--- config.mk ---
export PLATFORM = sky130hd
export DESIGN_NAME = alu_share_sched_flat
export DESIGN_NICKNAME = d
export VERILOG_FILES = /design/src/rtl/alu_share_sched_pkg.sv /design/src/rtl/alu_share_sched_if.sv /design/src/rtl/alu_share_sched_rr_arbiter.sv /design/src/rtl/alu_share_sched.sv /design/src/flat_wrapper.sv
export SDC_FILE = /design/constraint.sdc
export NUM_CORES = 2
export LEC_CHECK = 0
export ABC_AREA = 1
export BUFFER_PORTS_ARGS = -buffer_cell sky130_fd_sc_hd__buf_2
export CORE_ASPECT_RATIO = 1.75
export CORE_MARGIN = 3
export CORE_UTILIZATION = 40
export CTS_CLUSTER_DIAMETER = 120
export DETAILED_ROUTE_END_ITERATION = 12
export SYNTH_ARGS = -nofsm -noshare
export SYNTH_HDL_FRONTEND = slang
export SYNTH_SLANG_ARGS = --single-unit
--- constraint.sdc ---
create_clock -name clk -period 6.4 [get_ports clk]
set_input_delay 0.32 -clock clk [delete_from_list [all_inputs] [get_ports clk]]
set_output_delay 0.32 -clock clk [all_outputs]
set_load 0.05 [all_outputs]
--- src/rtl/alu_share_sched_pkg.sv ---
// alu_share_pkg: opcode/state types and the shared add/sub/mul function for alu_share_sched.
// Rev 1.0
`default_nettype none

package alu_share_pkg;

    // Datapaths up to this width are supported by alu_calc; callers truncate to DW.
    localparam int unsigned CALC_W = 64;

    typedef enum logic [1:0] {
        OP_ADD = 2'b00,
        OP_SUB = 2'b01,
        OP_MUL = 2'b10,
        OP_ILL = 2'b11
    } alu_op_e;

    typedef enum logic [1:0] {
        IDLE = 2'd0,
        EXEC = 2'd1,
        RESP = 2'd2
    } sched_state_e;

    function automatic logic [CALC_W-1:0] alu_calc(
        input alu_op_e           op,
        input logic [CALC_W-1:0] a,
        input logic [CALC_W-1:0] b
    );
        logic [CALC_W-1:0] r;
        case (op)
            OP_ADD:  r = a + b;
            OP_SUB:  r = a - b;
            OP_MUL:  r = a * b;
            default: r = '0;
        endcase
        return r;
    endfunction

endpackage

`default_nettype wire

--- src/rtl/alu_share_sched_if.sv ---
// alu_share_sched_if: request/response bus between requesters and the shared ALU scheduler.
// Rev 1.0
`default_nettype none

interface alu_share_sched_if #(
    parameter int NREQ = 3,
    parameter int DW   = 32
);
    localparam int IW = $clog2(NREQ);

    logic [NREQ-1:0]    req_valid;
    logic [NREQ-1:0]    req_ready;
    logic [2*NREQ-1:0]  req_op;
    logic [DW*NREQ-1:0] req_a;
    logic [DW*NREQ-1:0] req_b;
    logic               rsp_valid;
    logic               rsp_ready;
    logic [IW-1:0]      rsp_id;
    logic [DW-1:0]      rsp_data;
    logic               rsp_err;

    modport master (
        output req_valid, req_op, req_a, req_b, rsp_ready,
        input  req_ready, rsp_valid, rsp_id, rsp_data, rsp_err
    );

    modport slave (
        input  req_valid, req_op, req_a, req_b, rsp_ready,
        output req_ready, rsp_valid, rsp_id, rsp_data, rsp_err
    );

endinterface

`default_nettype wire

--- src/rtl/alu_share_sched_rr_arbiter.sv ---
// rr_arbiter: round-robin pick of the first requester after ptr_i, one-hot grant plus index.
// Rev 1.0
`default_nettype none

module rr_arbiter #(
    parameter int NREQ = 3,
    parameter int IW   = $clog2(NREQ)
) (
    input  wire logic [NREQ-1:0] req_i,
    input  wire logic [IW-1:0]   ptr_i,
    output logic      [NREQ-1:0] gnt_o,
    output logic      [IW-1:0]   idx_o,
    output logic                 any_o
);

    int cand;

    always_comb begin
        gnt_o = '0;
        idx_o = '0;
        any_o = 1'b0;
        cand  = 0;
        for (int k = 1; k <= NREQ; k++) begin
            cand = (int'(ptr_i) + k) % NREQ;
            if (!any_o && req_i[cand]) begin
                gnt_o[cand] = 1'b1;
                idx_o       = IW'(cand);
                any_o       = 1'b1;
            end
        end
    end

endmodule

`default_nettype wire

--- src/rtl/alu_share_sched.sv ---
// alu_share_sched: round-robin time-sharing of one add/sub/mul unit among NREQ requesters.
// Optional ALU_SHARE_PERF_EN adds perf_cnt {MUL, SUB, ADD} saturating completion counters. Rev 1.0
`default_nettype none

module alu_share_sched
    import alu_share_pkg::*;
#(
    parameter int NREQ    = 3,
    parameter int DW      = 32,
    parameter int MUL_LAT = 4
) (
    input  wire logic          clk,
    input  wire logic          rst_n,
    alu_share_sched_if.slave   bus
`ifdef ALU_SHARE_PERF_EN
    ,
    output logic [3*16-1:0]    perf_cnt
`endif
);

    localparam int          IW       = $clog2(NREQ);
    localparam logic [3:0]  MUL_LAST = 4'(MUL_LAT - 1);

    sched_state_e    state_q;
    logic [3:0]      cnt_q;
    logic [IW-1:0]   rr_ptr_q;
    alu_op_e         op_q;
    logic [DW-1:0]   a_q;
    logic [DW-1:0]   b_q;
    logic [IW-1:0]   id_q;
    logic            rsp_valid_q;
    logic [DW-1:0]   rsp_data_q;
    logic [IW-1:0]   rsp_id_q;
    logic            rsp_err_q;

    logic [NREQ-1:0] gnt;
    logic [IW-1:0]   gnt_idx;
    logic            gnt_any;
    alu_op_e         sel_op;
    logic [DW-1:0]   sel_a;
    logic [DW-1:0]   sel_b;
    logic [DW-1:0]   rsp_data_d;

    rr_arbiter #(
        .NREQ (NREQ),
        .IW   (IW)
    ) u_arb (
        .req_i (bus.req_valid),
        .ptr_i (rr_ptr_q),
        .gnt_o (gnt),
        .idx_o (gnt_idx),
        .any_o (gnt_any)
    );

    always_comb begin
        sel_op = alu_op_e'(bus.req_op[2*gnt_idx +: 2]);
        sel_a  = bus.req_a[DW*gnt_idx +: DW];
        sel_b  = bus.req_b[DW*gnt_idx +: DW];
    end

    // Low DW bits of the wide result are exact for unsigned modulo-2^DW arithmetic.
    assign rsp_data_d = DW'(alu_calc(op_q, CALC_W'(a_q), CALC_W'(b_q)));

    // Accept is combinational so the grant and handshake happen in the same IDLE cycle.
    assign bus.req_ready = (state_q == IDLE && rst_n) ? gnt : '0;
    assign bus.rsp_valid = rsp_valid_q;
    assign bus.rsp_data  = rsp_data_q;
    assign bus.rsp_id    = rsp_id_q;
    assign bus.rsp_err   = rsp_err_q;

    always_ff @(posedge clk) begin
        if (!rst_n) begin
            state_q     <= IDLE;
            cnt_q       <= '0;
            rr_ptr_q    <= IW'(NREQ - 1);
            op_q        <= OP_ADD;
            a_q         <= '0;
            b_q         <= '0;
            id_q        <= '0;
            rsp_valid_q <= 1'b0;
            rsp_data_q  <= '0;
            rsp_id_q    <= '0;
            rsp_err_q   <= 1'b0;
        end else begin
            case (state_q)
                IDLE: begin
                    if (gnt_any) begin
                        op_q     <= sel_op;
                        a_q      <= sel_a;
                        b_q      <= sel_b;
                        id_q     <= gnt_idx;
                        rr_ptr_q <= gnt_idx;
                        cnt_q    <= '0;
                        state_q  <= EXEC;
                    end
                end
                EXEC: begin
                    cnt_q <= cnt_q + 4'd1;
                    if (op_q != OP_MUL || cnt_q == MUL_LAST) begin
                        rsp_valid_q <= 1'b1;
                        rsp_data_q  <= rsp_data_d;
                        rsp_id_q    <= id_q;
                        rsp_err_q   <= (op_q == OP_ILL);
                        state_q     <= RESP;
                    end
                end
                RESP: begin
                    if (bus.rsp_ready) begin
                        rsp_valid_q <= 1'b0;
                        state_q     <= IDLE;
                    end
                end
                default: state_q <= IDLE;
            endcase
        end
    end

`ifdef ALU_SHARE_PERF_EN
    logic [15:0] perf_add_q;
    logic [15:0] perf_sub_q;
    logic [15:0] perf_mul_q;
    logic        rsp_fire;

    assign rsp_fire = (state_q == RESP) && bus.rsp_ready;
    assign perf_cnt = {perf_mul_q, perf_sub_q, perf_add_q};

    always_ff @(posedge clk) begin
        if (!rst_n) begin
            perf_add_q <= '0;
            perf_sub_q <= '0;
            perf_mul_q <= '0;
        end else if (rsp_fire) begin
            case (op_q)
                OP_ADD:  if (perf_add_q != 16'hFFFF) perf_add_q <= perf_add_q + 16'd1;
                OP_SUB:  if (perf_sub_q != 16'hFFFF) perf_sub_q <= perf_sub_q + 16'd1;
                OP_MUL:  if (perf_mul_q != 16'hFFFF) perf_mul_q <= perf_mul_q + 16'd1;
                default: ;
            endcase
        end
    end
`endif

endmodule

`default_nettype wire

--- src/flat_wrapper.sv ---
// flat-port wrapper written by rule: the top's interface ports become plain ports
module alu_share_sched_flat import alu_share_pkg::*;
#(
    parameter int NREQ    = 3,
    parameter int DW      = 32,
    parameter int MUL_LAT = 4
)
  (clk, rst_n, bus_req_valid, bus_req_op, bus_req_a, bus_req_b, bus_rsp_ready, bus_req_ready, bus_rsp_valid, bus_rsp_id, bus_rsp_data, bus_rsp_err);
  alu_share_sched_if #(.NREQ(NREQ), .DW(DW)) bus_i ();
  input  wire logic clk;
  input  wire logic rst_n;
  input wire logic [$bits(bus_i.req_valid)-1:0] bus_req_valid;
  input wire logic [$bits(bus_i.req_op)-1:0] bus_req_op;
  input wire logic [$bits(bus_i.req_a)-1:0] bus_req_a;
  input wire logic [$bits(bus_i.req_b)-1:0] bus_req_b;
  input wire logic [$bits(bus_i.rsp_ready)-1:0] bus_rsp_ready;
  output wire logic [$bits(bus_i.req_ready)-1:0] bus_req_ready;
  output wire logic [$bits(bus_i.rsp_valid)-1:0] bus_rsp_valid;
  output wire logic [$bits(bus_i.rsp_id)-1:0] bus_rsp_id;
  output wire logic [$bits(bus_i.rsp_data)-1:0] bus_rsp_data;
  output wire logic [$bits(bus_i.rsp_err)-1:0] bus_rsp_err;
  assign bus_i.req_valid = bus_req_valid;
  assign bus_i.req_op = bus_req_op;
  assign bus_i.req_a = bus_req_a;
  assign bus_i.req_b = bus_req_b;
  assign bus_i.rsp_ready = bus_rsp_ready;
  assign bus_req_ready = bus_i.req_ready;
  assign bus_rsp_valid = bus_i.rsp_valid;
  assign bus_rsp_id = bus_i.rsp_id;
  assign bus_rsp_data = bus_i.rsp_data;
  assign bus_rsp_err = bus_i.rsp_err;
  alu_share_sched #(.NREQ(NREQ), .DW(DW), .MUL_LAT(MUL_LAT)) u_core (.clk(clk), .rst_n(rst_n), .bus(bus_i));
endmodule
==> run_results.csv <==
group,metric,value,unit
outcome,outcome,"finished, violations left",
outcome,failed_checks,"setup timing",
placed_design,post-dp-hpwl,76.27,mm
cells_and_area,mostFrequentLayoutCell,"nand2_1",
cells_and_area,area_delta_synth_final,28.39,%
worst_setup_path,crit_slowest_cell,"fa_2",
synth,yosys_warnings,0,
synth,synth_edf_count,0,
sta,rsz0062_at_grt,"yes",
sta,period_minus_slack,6712,ps
placed_design,io_buffers,242,
min_path,holdPathEnd,"u_core.b_q[2]$_SDFFE_PN0P_",
job,max-cap-violations,0,
sta,fin_worst_skew,9.534,ps
worst_setup_path,r2r_end,"u_core.bus.rsp_data[25]$_SDFFE_PN0P_",
cells_and_area,drive_above_1_share,25.27,%
cts,root_buffer,"clkbuf_16",
cts,cts_tree,"done",
cells_and_area,layout.nets,4819,
cts,htree_levels,3,
synth,ys_seq_area_share,8.831,%
grt,overflow,0,
synth,synth_cells,3592,
placed_design,placed_cells,4754,
sta,drv_slew,0,
floorplanning,die-area,66070,um2
worst_setup_path,crit_fanout,9,
grt,grt_pass1_vias,25740,
sta,tightest_slew,886.3,ps
worst_setup_path,crit_top_cell,"fa_1",
grt,met2_usage,53.51,%
worst_setup_path,end_kind,"register",
grt,grt_util_met1,27.51,%
grt,met3_usage,3.371,%
sta,hold_violations,0,
cells_and_area,final_core_util,51.92,%
worst_setup_path,rr_worst_depth,26,
worst_setup_path,worstSetupPathType,"register to register",
grt,track_usage,28.14,%
placed_design,routabilityCongestion,0.9696,
synth,avgSynthCellArea,7.006,um2
detailed_routing,drc_errors,0,
detailed_routing,postRouteAntennaNets,0,
grt,grt_pass1_wl,142.3,mm
sta,finalSetupViolCount,13,
synth,syn_nets,4366,
synth,async_reset_ff_share,0,%
detailed_routing,wl_per_cell,19.33,um
detailed_routing,wirelength,93.72,mm
detailed_routing,dr.pass1.iters,5,
floorplanning,die_w,195.6,um
cts,clk_pin_slew,80,ps
worst_setup_path,cp_slowest_stage_delay,570,ps
min_path,worstHoldPathType,"primary input to register",
worst_setup_path,worstReg2RegStart,"u_core.b_q[3]$_SDFFE_PN0P_",
cells_and_area,fin_area,32310,um2
floorplanning,io_pins,243,
sta,fin_crit_sh,104.9,%
cts,clk_latency,390,ps
cells_and_area,fin_cells,4848,
worst_setup_path,r2r_slack,-310,ps
floorplanning,die_h,337.8,um
grt,grt.busiest_layer,"met2",
floorplanning,rows,121,
worst_setup_path,crit_arrival,7030,ps
cts,hold_buffers,0,
floorplanning,coreArea,62220,um2
grt,antenna_found_initial,2,
sta,setup_ws,-312.3,ps
synth,ys_seq_elements,111,
grt,grt_max_degree,69,
cts,clock_sinks,111,
detailed_routing,routed_via_density,5.044,
detailed_routing,drt_first_iter_violations,1152,
floorplanning,start_util,40.44,%
synth,syn-cell-area,25160,um2
placed_design,placed_area,29650,um2
sta,fmax,149.0,MHz
min_path,hp-start,"bus_req_b[66]",
worst_setup_path,start_kind,"register",
cells_and_area,final_cell_mix,"nand2_1, inv_1, fa_1",
min_path,hold_path_depth,3,
cts,clockBufferDepth,2,
synth,synth_ff_type,"dfxtp_1",
detailed_routing,num_vias,24450,
worst_setup_path,required,6720,ps
sta,slew_headroom,40.85,%
cts,numCtsBuffers,9,
synth,ys_types,52,
kinds of logic (layout without fill, tap and decap cells):
logic type | after synthesis | count (layout) | synth area share, %
AO/OA/AOI/OAI | 539 | 539 | 12.32
adder cells (fa/ha/maj) | 570 | 570 | 40.54
AND/OR/NAND/NOR | 1185 | 1185 | 19.32
flip-flops | 111 | 111 | 8.831
XOR/XNOR | 49 | 49 | 1.705
other | 0 | 1 | 0
buffers and inverters | 1138 | 1594 | 17.29
repair_timing:
| item | CTS | global route |
|---|---|---|
| gates cloned | 5 | 3 |
| buffers inserted | 38 | 37 |
| endpoints found under the setup margin | 20 | 22 |
| pin swaps | 136 | 207 |
| resized for setup | 203 | 262 |
per-stage QoR:
| step | hold WS [ps] | worst slack (ps) | setup TNS [ps] |
|---|---|---|---|
| after floorplan | 430.2 | 6.366 | 0 |
| after global placement | 451.7 | -659.6 | -7308 |
| after detailed placement | 456.3 | -682.5 | -8070 |
| after CTS | 177.0 | -279.7 | -2670 |
| after global routing | 190.3 | -499.1 | -5876 |
| final | 189.7 | -312.3 | -2213 |
critical path: cells and delay by family, from the launching register on:
| kind | cells | cell delay (ps) |
|---|---|---|
| fa+ha+maj | 9 | 4390 |
| compound gates | 7 | 1120 |
| buf+inv | 8 | 630 |
| flops | 1 | 370 |
| simple gates | 2 | 130 |
cells in the mapped netlist, types with 33 or more instances:
cell      instances  area, um2
clkbuf_1        129      484.2
nand2_1         889       3337
nor2_1          112      420.4
o21bai_1         45      337.8
o211ai_1         42      315.3
inv_1           944       3543
or2_0            33      206.5
a21oi_1         192      960.9
fa_1            409       8188
o21ai_1          36      180.2
a31oi_1          49      306.5
ha_1            161       2014
o21ai_0         137      685.7
nand3_1          90      450.4
dfxtp_1         111       2222
sequential cells by signal, indices dropped and copies added (netlist names), 2 cells and up:
name	cells
u_core.b_q	32
u_core.a_q	32
u_core.cnt_q	4
u_core.id_q	2
u_core.state_q	2
u_core.bus.rsp_data	32
u_core.bus.rsp_id	2
u_core.op_q	2
layout make-up:
| cell class | count | area [um2] |
|---|---|---|
| Tap cell | 799 | 999.7 |
| Clock inverter | 4 | 56.30 |
| Fill cell | 6043 | 29910 |
| Sequential cell | 111 | 2295 |
| Antenna cell | 1 | 2.502 |
| Multi-Input combinational cell | 2343 | 20020 |
| Inverter | 951 | 3577 |
| Timing Repair Buffer | 629 | 5119 |
| Clock buffer | 10 | 239.0 |
how the worst max path moves through the flow:
stage                                            from                                    to  cells past startpoint
final                      u_core.b_q[3]$_SDFFE_PN0P_  u_core.bus.rsp_data[25]$_SDFFE_PN0P_                     26
after global routing      u_core.a_q[11]$_SDFFE_PN0P_  u_core.bus.rsp_data[30]$_SDFFE_PN0P_                     30
after CTS                  u_core.b_q[4]$_SDFFE_PN0P_  u_core.bus.rsp_data[30]$_SDFFE_PN0P_                     29
after detailed placement   u_core.b_q[4]$_SDFFE_PN0P_  u_core.bus.rsp_data[30]$_SDFFE_PN0P_                     26
after global placement     u_core.b_q[4]$_SDFFE_PN0P_  u_core.bus.rsp_data[30]$_SDFFE_PN0P_                     26
after floorplan            u_core.a_q[9]$_SDFFE_PN0P_  u_core.bus.rsp_data[30]$_SDFFE_PN0P_                     30
routing by layer:
layer	vias up	wire length [um]
li1	11580	-
met2	777	49530
met3	336	4272
met1	11760	30670
met4	2	9237
met5	-	7
Power is not shown: default switching activity piles up to over one toggle a cycle in this logic, so the estimate is an artifact.
